### src/rtl/aes128_package.sv
// Shared types for the GF(2^4) arithmetic blocks.
// bv4_t elements use Canright's tower representation: GF(2^4) over GF(2^2),
// both levels in a normal basis, so the field unity is all ones.
package aes128_package;

  typedef logic [3:0] bv4_t;

  localparam bv4_t BV4_ONE  = 4'hF;
  localparam bv4_t BV4_ZERO = 4'h0;

  typedef enum logic [2:0] {
    ST_IDLE = 3'd0,
    ST_MUL1 = 3'd1,
    ST_MUL2 = 3'd2,
    ST_MUL3 = 3'd3,
    ST_MUL4 = 3'd4,
    ST_MUL5 = 3'd5,
    ST_MUL6 = 3'd6,
    ST_DONE = 3'd7
  } div_state_t;

endpackage

### src/rtl/bv4_mul.sv
// Combinational GF(2^4) multiplier in the tower/normal basis.
// Bits [3:2] are the GF(4) coefficient of Y^4, bits [1:0] that of Y,
// with Y^2 + Y + N = 0 and N = W^2. Inside GF(4), bit 1 is the W
// coefficient and bit 0 the W^2 coefficient.
module bv4_mul
  import aes128_package::*;
(
  input  bv4_t i_a,
  input  bv4_t i_b,
  output bv4_t o_p
);

  function automatic logic [1:0] gf4_mul(input logic [1:0] a, input logic [1:0] b);
    logic e;
    e = (a[1] ^ a[0]) & (b[1] ^ b[0]);
    return {(a[1] & b[1]) ^ e, (a[0] & b[0]) ^ e};
  endfunction

  // Multiply a GF(4) element by N = W^2.
  function automatic logic [1:0] gf4_scl_n(input logic [1:0] a);
    return {a[1] ^ a[0], a[1]};
  endfunction

  logic [1:0] w_hi;
  logic [1:0] w_lo;
  logic [1:0] w_e;

  assign w_hi = gf4_mul(i_a[3:2], i_b[3:2]);
  assign w_lo = gf4_mul(i_a[1:0], i_b[1:0]);
  assign w_e  = gf4_scl_n(gf4_mul(i_a[3:2] ^ i_a[1:0], i_b[3:2] ^ i_b[1:0]));
  assign o_p  = {w_hi ^ w_e, w_lo ^ w_e};

endmodule

### src/rtl/bv4_div_iter.sv
// Iterative GF(2^4) divider: q = num * den^14, den^14 being den^-1.
// One shared multiplier, one product per state, fixed schedule.
//
// state | meaning
// IDLE  | ready for operands
// MUL1  | t2 = a*a
// MUL2  | x  = t2*a      (a^3)
// MUL3  | x  = x*x       (a^6)
// MUL4  | x  = x*x       (a^12)
// MUL5  | x  = x*t2      (a^14 = a^-1)
// MUL6  | q  = x*b
// DONE  | result held until consumer takes it
//
// A zero divisor flows through the same datapath: 0^14 = 0, so q = 0.
module bv4_div_iter
  import aes128_package::*;
(
  input  logic in_clock,
  input  logic in_reset_n,
  input  bv4_t in_num,
  input  bv4_t in_den,
  input  logic in_valid,
  output logic out_ready,
  output bv4_t out_quot,
  output logic out_valid,
  input  logic in_ready,
  output logic out_div_zero
);

  div_state_t r_state;
  bv4_t       r_a;
  bv4_t       r_b;
  bv4_t       r_t2;
  bv4_t       r_x;
  bv4_t       r_q;
  logic       r_zero;
  logic       r_ready;
  logic       r_valid;
  logic       r_div_zero;

  bv4_t       w_mul_a;
  bv4_t       w_mul_b;
  bv4_t       w_prod;

  // Select the multiplier operands for the current schedule step.
  always_comb begin
    w_mul_a = r_x;
    w_mul_b = r_x;
    case (r_state)
      ST_MUL1: begin
        w_mul_a = r_a;
        w_mul_b = r_a;
      end
      ST_MUL2: begin
        w_mul_a = r_t2;
        w_mul_b = r_a;
      end
      ST_MUL5: begin
        w_mul_a = r_x;
        w_mul_b = r_t2;
      end
      ST_MUL6: begin
        w_mul_a = r_x;
        w_mul_b = r_b;
      end
      default: begin
        w_mul_a = r_x;
        w_mul_b = r_x;
      end
    endcase
  end

  bv4_mul u_mul (
    .i_a (w_mul_a),
    .i_b (w_mul_b),
    .o_p (w_prod)
  );

  // Sequencer: operand capture, product registration and output handshake.
  always_ff @(posedge in_clock or negedge in_reset_n) begin
    if (!in_reset_n) begin
      r_state    <= ST_IDLE;
      r_a        <= BV4_ZERO;
      r_b        <= BV4_ZERO;
      r_t2       <= BV4_ZERO;
      r_x        <= BV4_ZERO;
      r_q        <= BV4_ZERO;
      r_zero     <= 1'b0;
      r_ready    <= 1'b1;
      r_valid    <= 1'b0;
      r_div_zero <= 1'b0;
    end else begin
      case (r_state)
        ST_IDLE: begin
          if (in_valid && r_ready) begin
            r_a     <= in_den;
            r_b     <= in_num;
            r_zero  <= (in_den == BV4_ZERO);
            r_ready <= 1'b0;
            r_state <= ST_MUL1;
          end
        end
        ST_MUL1: begin
          r_t2    <= w_prod;
          r_state <= ST_MUL2;
        end
        ST_MUL2: begin
          r_x     <= w_prod;
          r_state <= ST_MUL3;
        end
        ST_MUL3: begin
          r_x     <= w_prod;
          r_state <= ST_MUL4;
        end
        ST_MUL4: begin
          r_x     <= w_prod;
          r_state <= ST_MUL5;
        end
        ST_MUL5: begin
          r_x     <= w_prod;
          r_state <= ST_MUL6;
        end
        ST_MUL6: begin
          r_q        <= w_prod;
          r_valid    <= 1'b1;
          r_div_zero <= r_zero;
          r_state    <= ST_DONE;
        end
        ST_DONE: begin
          if (in_ready) begin
            r_q        <= BV4_ZERO;
            r_valid    <= 1'b0;
            r_div_zero <= 1'b0;
            r_ready    <= 1'b1;
            r_state    <= ST_IDLE;
          end
        end
        default: begin
          r_q        <= BV4_ZERO;
          r_valid    <= 1'b0;
          r_div_zero <= 1'b0;
          r_ready    <= 1'b1;
          r_state    <= ST_IDLE;
        end
      endcase
    end
  end

  // r_q is only non-zero while DONE, so the quotient reads zero otherwise.
  assign out_ready    = r_ready;
  assign out_valid    = r_valid;
  assign out_quot     = r_q;
  assign out_div_zero = r_div_zero;

endmodule
### config.mk
export PLATFORM = sky130hd
export DESIGN_NAME = bv4_div_iter
export DESIGN_NICKNAME = d
export VERILOG_FILES = /design/src/rtl/aes128_package.sv /design/src/rtl/bv4_mul.sv /design/src/rtl/bv4_div_iter.sv
export SDC_FILE = /design/constraint.sdc
export NUM_CORES = 1
export LEC_CHECK = 0
export ABC_AREA = 1
export CELL_PAD_IN_SITES_DETAIL_PLACEMENT = 1
export CELL_PAD_IN_SITES_GLOBAL_PLACEMENT = 2
export CORE_MARGIN = 2
export CORE_UTILIZATION = 29
export DETAILED_ROUTE_END_ITERATION = 12
export PLACE_DENSITY = 0.83
export SLEW_MARGIN = 20
export SYNTH_ARGS = -nofsm -noshare
export SYNTH_HDL_FRONTEND = slang
export SYNTH_HIERARCHICAL = 1
export SYNTH_SLANG_ARGS = --single-unit
### constraint.sdc
create_clock -name in_clock -period 2.1 [get_ports in_clock]
set_clock_uncertainty 0.2 [all_clocks]
set_input_delay 0.42 -clock in_clock [delete_from_list [all_inputs] [get_ports in_clock]]
set_output_delay 0.42 -clock in_clock [all_outputs]
set_load 0.005 [all_outputs]
==> results of run 1 <==
## area by class of cell
class,instances,area share
Multi-Input combinational cell,191,0.448
Sequential cell,27,0.269
Tap cell,75,0.0370
Clock inverter,1,0.00346
Timing Repair Buffer,52,0.178
Clock buffer,3,0.0163
Inverter,31,0.0489
## metrics by stage
| step | cell area (µm²) | hold WS, ns | setup slack (ns) |
|---|---|---|---|
| floorplan | 1800 | -0.0756 | 0.0158 |
| global placement | 2190 | 0.259 | -0.348 |
| finish | 2530 | 0.283 | -0.184 |
| CTS | 2410 | 0.293 | -0.132 |
| detailed placement | 2190 | 0.266 | -0.400 |
| global route | 2530 | 0.327 | -0.332 |
## what timing repair did
action / 4_1_cts / 5_1_grt
pin swaps: 14 / 10
gates resized for setup: 42 / 31
cloned: 0 / 0
setup endpoints to repair: 12 / 12
setup buffers: 7 / 3
## kinds of logic (layout without fill, tap and decap cells)
family / count (synthesis) / count (layout)
AOI/OAI and AO/OA: 18 / 18
adders and majority gates: 3 / 3
buffers and inverters: 36 / 87
and+or+nand+nor: 169 / 169
xor gates and xnor gates: 1 / 1
DFF: 27 / 27
## worst paths after layout
check                                    to  slack (ns)       start  depth (start not counted)
worst max-delay path            out_quot[0]       -0.18  r_state[1]                         17
worst min-delay path              out_valid        0.28   out_valid                          2
worst max register to register  out_quot[0]       -0.18  r_state[1]                         17
worst min register to register    out_valid        0.28   out_valid                          2
max in group asynchronous         out_ready        1.10  in_reset_n                          2
min in group asynchronous            r_x[2]        0.29  in_reset_n                          2
## sequential cells by signal, indices dropped and copies added (netlist names)
register / cells
out_div_zero: 1
r_x: 4
out_ready: 1
r_t2: 4
r_state: 3
out_quot: 4
r_b: 4
r_a: 4
r_zero: 1
out_valid: 1
## per-layer routing
layer | up-vias | GRT usage | part of all wire
li1 | 902 | - | -
met1 | 872 | 0.235 | 0.47
met2 | 32 | 0.285 | 0.49
met3 | 2 | 0.0261 | 0.035
met4 | 0 | 0.0246 | 0.0058
met5 | - | 0 | 0
## critical path, delay by kind of cell, from the launching register on
family | cells | cell delay, ns
AND/OR/NAND/NOR | 12 | 1.06
flip-flops | 1 | 0.46
buffers and inverters | 4 | 0.36
AO/OA/AOI/OAI | 1 | 0.07
## synthesized netlist by cell type
library cell,count,area (µm²)
nand4_4,1,21.3
nor2_1,1,3.75
buf_6,5,56.3
nand3b_1,1,7.51
nand3_1,16,80.1
nand2_2,9,56.3
dfrtp_1,26,651
o21ai_1,1,5.00
nand4_1,11,68.8
xnor2_1,1,8.76
inv_2,14,52.6
nand3_2,1,10.0
o21ai_0,14,70.1
nor2_8,1,20.0
nor3_1,2,10.0
dfstp_2,1,26.3
o21ai_2,2,17.5
a21o_1,1,7.51
inv_1,17,63.8
ha_1,3,37.5
nand2_1,119,447
nand2_4,3,33.8
nor2_2,2,12.5
nand3_4,1,17.5
nor2_4,1,11.3
## power by group
part	total [W]	switching, W	leakage, nW	internal, W
Sequential	0.000941	0.000206	0.343	0.000736
Combinational	0.00349	0.00214	0.918	0.00135
Clock	0.000332	0.000192	0.0261	0.000140
Total	0.00476	0.00254	1.29	0.00222
==> results.ini, run 1 <==
[run_status]
status = complete, but fails checks
failed_checks = negative setup slack

[clock_network]
cts_hold_buf = 0
clkTransAtPathRegs_ns = 0.11
cts_buffers = 3
insertion_delay_ns = 0.29
clock_sinks = 27
cts-root-buf = clkbuf_8
clk_path_buf_depth = 2
cts_tree = yes
h-tree-depth = 1

[sta]
max_freq_mhz = 438
worstMarginPinSlew_ns = 0.351
tns_ns = -1.83
setup_viol = 12
hold_violations = 0
max-slew-margin-rel = 0.766
rsz0062_at_grt = true
period_share = 1.09
maxSlewViolCount = 0
fin_ws_ns = -0.184
period_needed_ns = 2.28

[flow_run]
cap_violations = 0

[power_and_ir_drop]
power.density_nw_per_um2 = 1880
ir_drop_mv = 0.778
leakagePower_nw = 1.29
total_power_w = 0.00476

[global_route]
grt_pass1_wl_um = 8760
first_global_vias = 1739
grt_overflow = 0
grt_max_degree = 28
grt_usage = 0.169
antenna_found_initial = 0

[layout]
drive_above_1_share = 0.377
final_cell_mix = nand2_1 (98), buf_4 (30), nand2_2 (26)
register_area_um2 = 681
final_common_cell = nand2_1
finalNonFillerCells = 380
multi_input_area_um2 = 1140
antenna_cells = 0
layout.nets = 321
synthToLayoutAreaGrowth_pct = 41.2
fill_cells = 757
utilization = 0.426

[setup_path]
arrival_ns = 2.27
worstSetupPathType = flip-flop to flip-flop
crit_path_start_kind = flip-flop
slowest_stage = dfrtp_2
max_stage_delay_ns = 0.46
crit_chain = buf_6, nor2_8, nand2_4, nand2_4, nand2_2, nand4_1, inv_2, nand2_1, nand2_2, nand2_2, nand2_1, nand2_1, inv_1, nand2_1, nand2_1, inv_2, o21ai_1
required_ns = 2.08
cpMostUsedCell = nand2_1
end_kind = flip-flop
path_max_fanout = 5

[placed_design]
hpwl_um = 4010
routabilityCongestion = 0.829
place_inst = 366
io_buffers = 18

[synth]
synth.mux.area_fraction = 0
synth_fa_ha_area_frac = 0.0209
syn_area_um2 = 1800
synthXorXnorAreaFrac = 0.00488
seq_area_frac_synth = 0.377
netlist_instances = 254
synth_nets = 269
synth-simple-area-share = 0.445
synth_top_family_by_area = simple AND/OR/NAND/NOR gates
synth-compound-area-share = 0.0557
syn_avg_cell_area_um2 = 7.07
ys_seq_elements = 27
synth_cell_type_count = 25
ys_warn_count = 6

[route]
routed_wl_um = 5480
via_per_inst = 4.76
drcViolationCount = 0
drtAntennaViolNets = 0
via_count = 1808
firstDrtPassIters = 4
drt_iter0_markers = 68
wire_per_inst_um = 14.4

[floorplanning]
rows = 28
core-area_um2 = 5960
die_y_um = 82.7
dieArea_um2 = 6840
initial_core_util = 0.301
io_pins = 19
die_x_um = 82.7

[min_path]
hold_class = flip-flop to flip-flop

Power figures use the tool's default switching activity.
==> run 2: changes to the inputs <==
- CORE_MARGIN: 2 -> not set
==> run 2 against run 1 <==
Compared with the run above:
- worst hold slack about the same
- largest cell class unchanged
- maximum frequency decreased by 1.7%
- register-to-register slack got worse by 0.04 ns
- critical path depth unchanged
- the flow still finishes with violations (negative setup slack)
- count of clock-buffer cells in the layout unchanged
- setup slack got worse by 0.040 ns
- wire length increased by 5.5%
- sequential share of layout area decreased by 1.2 points
- final cell count increased by 1.3%
- core utilization increased by 1.9 points
- via count increased by 1.7%
- design area increased by 4.5%
==> results.ini, run 2 (synthesis gave the netlist of run 1 again) <==
[run_status]
status = complete, but fails checks
failed_checks = negative setup slack

[setup_path]
path_max_fanout = 4
worstSetupPathType = flip-flop to flip-flop
required_ns = 2.12
crit_path_start_kind = flip-flop
cpMostUsedCell = nand2_1
slowest_stage = dfrtp_2
end_kind = flip-flop
max_stage_delay_ns = 0.47
worst-path-buf-inv = 5
r2r_slack_ns = -0.22
crit_chain = buf_6, nor2_8, nand2_4, buf_6, inv_6, nand2_2, nand3_4, inv_4, nand2_2, nand2_4, nor2_4, o21ai_4, nand2_1, nand2_1, nand2_1, inv_2, o21ai_2
arrival_ns = 2.34
crit_family = simple AND/OR/NAND/NOR gates

[clock_network]
cts_tree = yes
cts-root-buf = clkbuf_8
cts_buffers = 3
clkTransAtPathRegs_ns = 0.11
clk_path_buf_depth = 2
clock_sinks = 27
h-tree-depth = 1
insertion_delay_ns = 0.29

[floorplanning]
die_y_um = 80.7
core-area_um2 = 5960
die_x_um = 80.7
io_pins = 19
initial_core_util = 0.301
dieArea_um2 = 6510
rows = 28

[route]
routed_wl_um = 5790
drtAntennaViolNets = 0
via_count = 1838
firstDrtPassIters = 4
via_per_inst = 4.77
wire_per_inst_um = 15.0
drt_iter0_markers = 58
drcViolationCount = 0

[sta]
maxSlewViolCount = 0
fin_ws_ns = -0.224
period_needed_ns = 2.32
setup_viol = 12
tns_ns = -2.25
timing.hold.ws_ns = 0.283
rsz0062_at_grt = true
max_freq_mhz = 430
period_share = 1.11
hold_violations = 0
max-slew-margin-rel = 0.740
worstMarginPinSlew_ns = 0.390

[flow_run]
cap_violations = 0

[global_route]
grt_usage = 0.192
first_global_vias = 1933
grt_pass1_wl_um = 9550
grt_max_degree = 28
grt_overflow = 0
antenna_found_initial = 0

[placed_design]
io_buffers = 18
hpwl_um = 3920
routabilityCongestion = 0.855
place_ws_ns = -0.300
place_area_um2 = 2200

[layout]
fin_area_um2 = 2650
final_common_cell = nand2_1
final_cell_mix = nand2_1 (99), buf_4 (31), nand2_2 (23), dfrtp_1 (23), clkdlybuf4s50_1 (18)
drive_above_1_share = 0.400
antenna_cells = 0
synthToLayoutAreaGrowth_pct = 47.5
layout.nets = 326

[min_path]
hold_class = flip-flop to flip-flop

## run 2: changes by cell type in the layout (fill, tap and decap cells not counted), moves of 2 or more
cell	previous run	this run
inv_4	3	7
nand2_2	26	23
nand2_4	7	9
o21ai_1	8	4
o21ai_2	6	9
buf_6	4	8
inv_2	17	11
## run 2: per-stage QoR
stage | util | instances
2_1_floorplan | - | 254
5_1_grt | 0.445 | 385
4_1_cts | 0.426 | 383
3_3_place_gp | 0.370 | 367
3_5_place_dp | 0.370 | 367
6_report | 0.445 | 385
## run 2: tightest hold or removal path: cells and delay by family, from the launching register on
| kind | cells | cell delay (ns) |
|---|---|---|
| flip-flops | 1 | 0.36 |
| AND/OR/NAND/NOR | 2 | 0.10 |
## run 2: final timing paths
kind,startpoint,endpoint,depth (start not counted)
setup / recovery,r_state[1],r_x[3],17
hold / removal,out_div_zero,out_div_zero,2
setup reg to reg,r_state[1],r_x[3],17
hold reg to reg,out_div_zero,out_div_zero,2
max in group asynchronous,in_reset_n,out_ready,2
min in group asynchronous,in_reset_n,out_div_zero,2
## run 2: cell type report
| class | count | area (µm²) |
|---|---|---|
| fillers | 738 | 3310 |
| multi-input cells | 191 | 1180 |
| flip-flops and latches | 27 | 681 |
| repair buffers | 57 | 503 |
| inverters | 31 | 143 |
| well taps | 75 | 93.8 |
| clock buffers | 3 | 41.3 |
| clock inverters | 1 | 8.76 |
## run 2: repair_timing
| action | CTS | global route |
|---|---|---|
| pin swaps | 37 | 28 |
| setup endpoints to repair | 12 | 12 |
| resized for setup | 64 | 27 |
| setup buffers | 14 | 2 |
| hold buffers | 0 | 0 |
## run 2: metal layers
metal / track usage / share of wire / up-vias
met5: 0 / 0 / -
met4: 0.0339 / 0.0083 / 0
met3: 0.0284 / 0.023 / 4
met2: 0.344 / 0.51 / 21
met1: 0.245 / 0.46 / 902
li1: - / - / 911
Power of run 2 is left out: the tool's default activity adds up to more than one toggle a clock period on the data nets, which glitch-free logic cannot reach.
==> run 3: changes to the inputs <==
- GPL_TIMING_DRIVEN: not set -> 1
==> results of run 3 <==
No change in the layout: final DEF, timing and power equal those of run 2.
Power of run 3 is left out for the same reason.
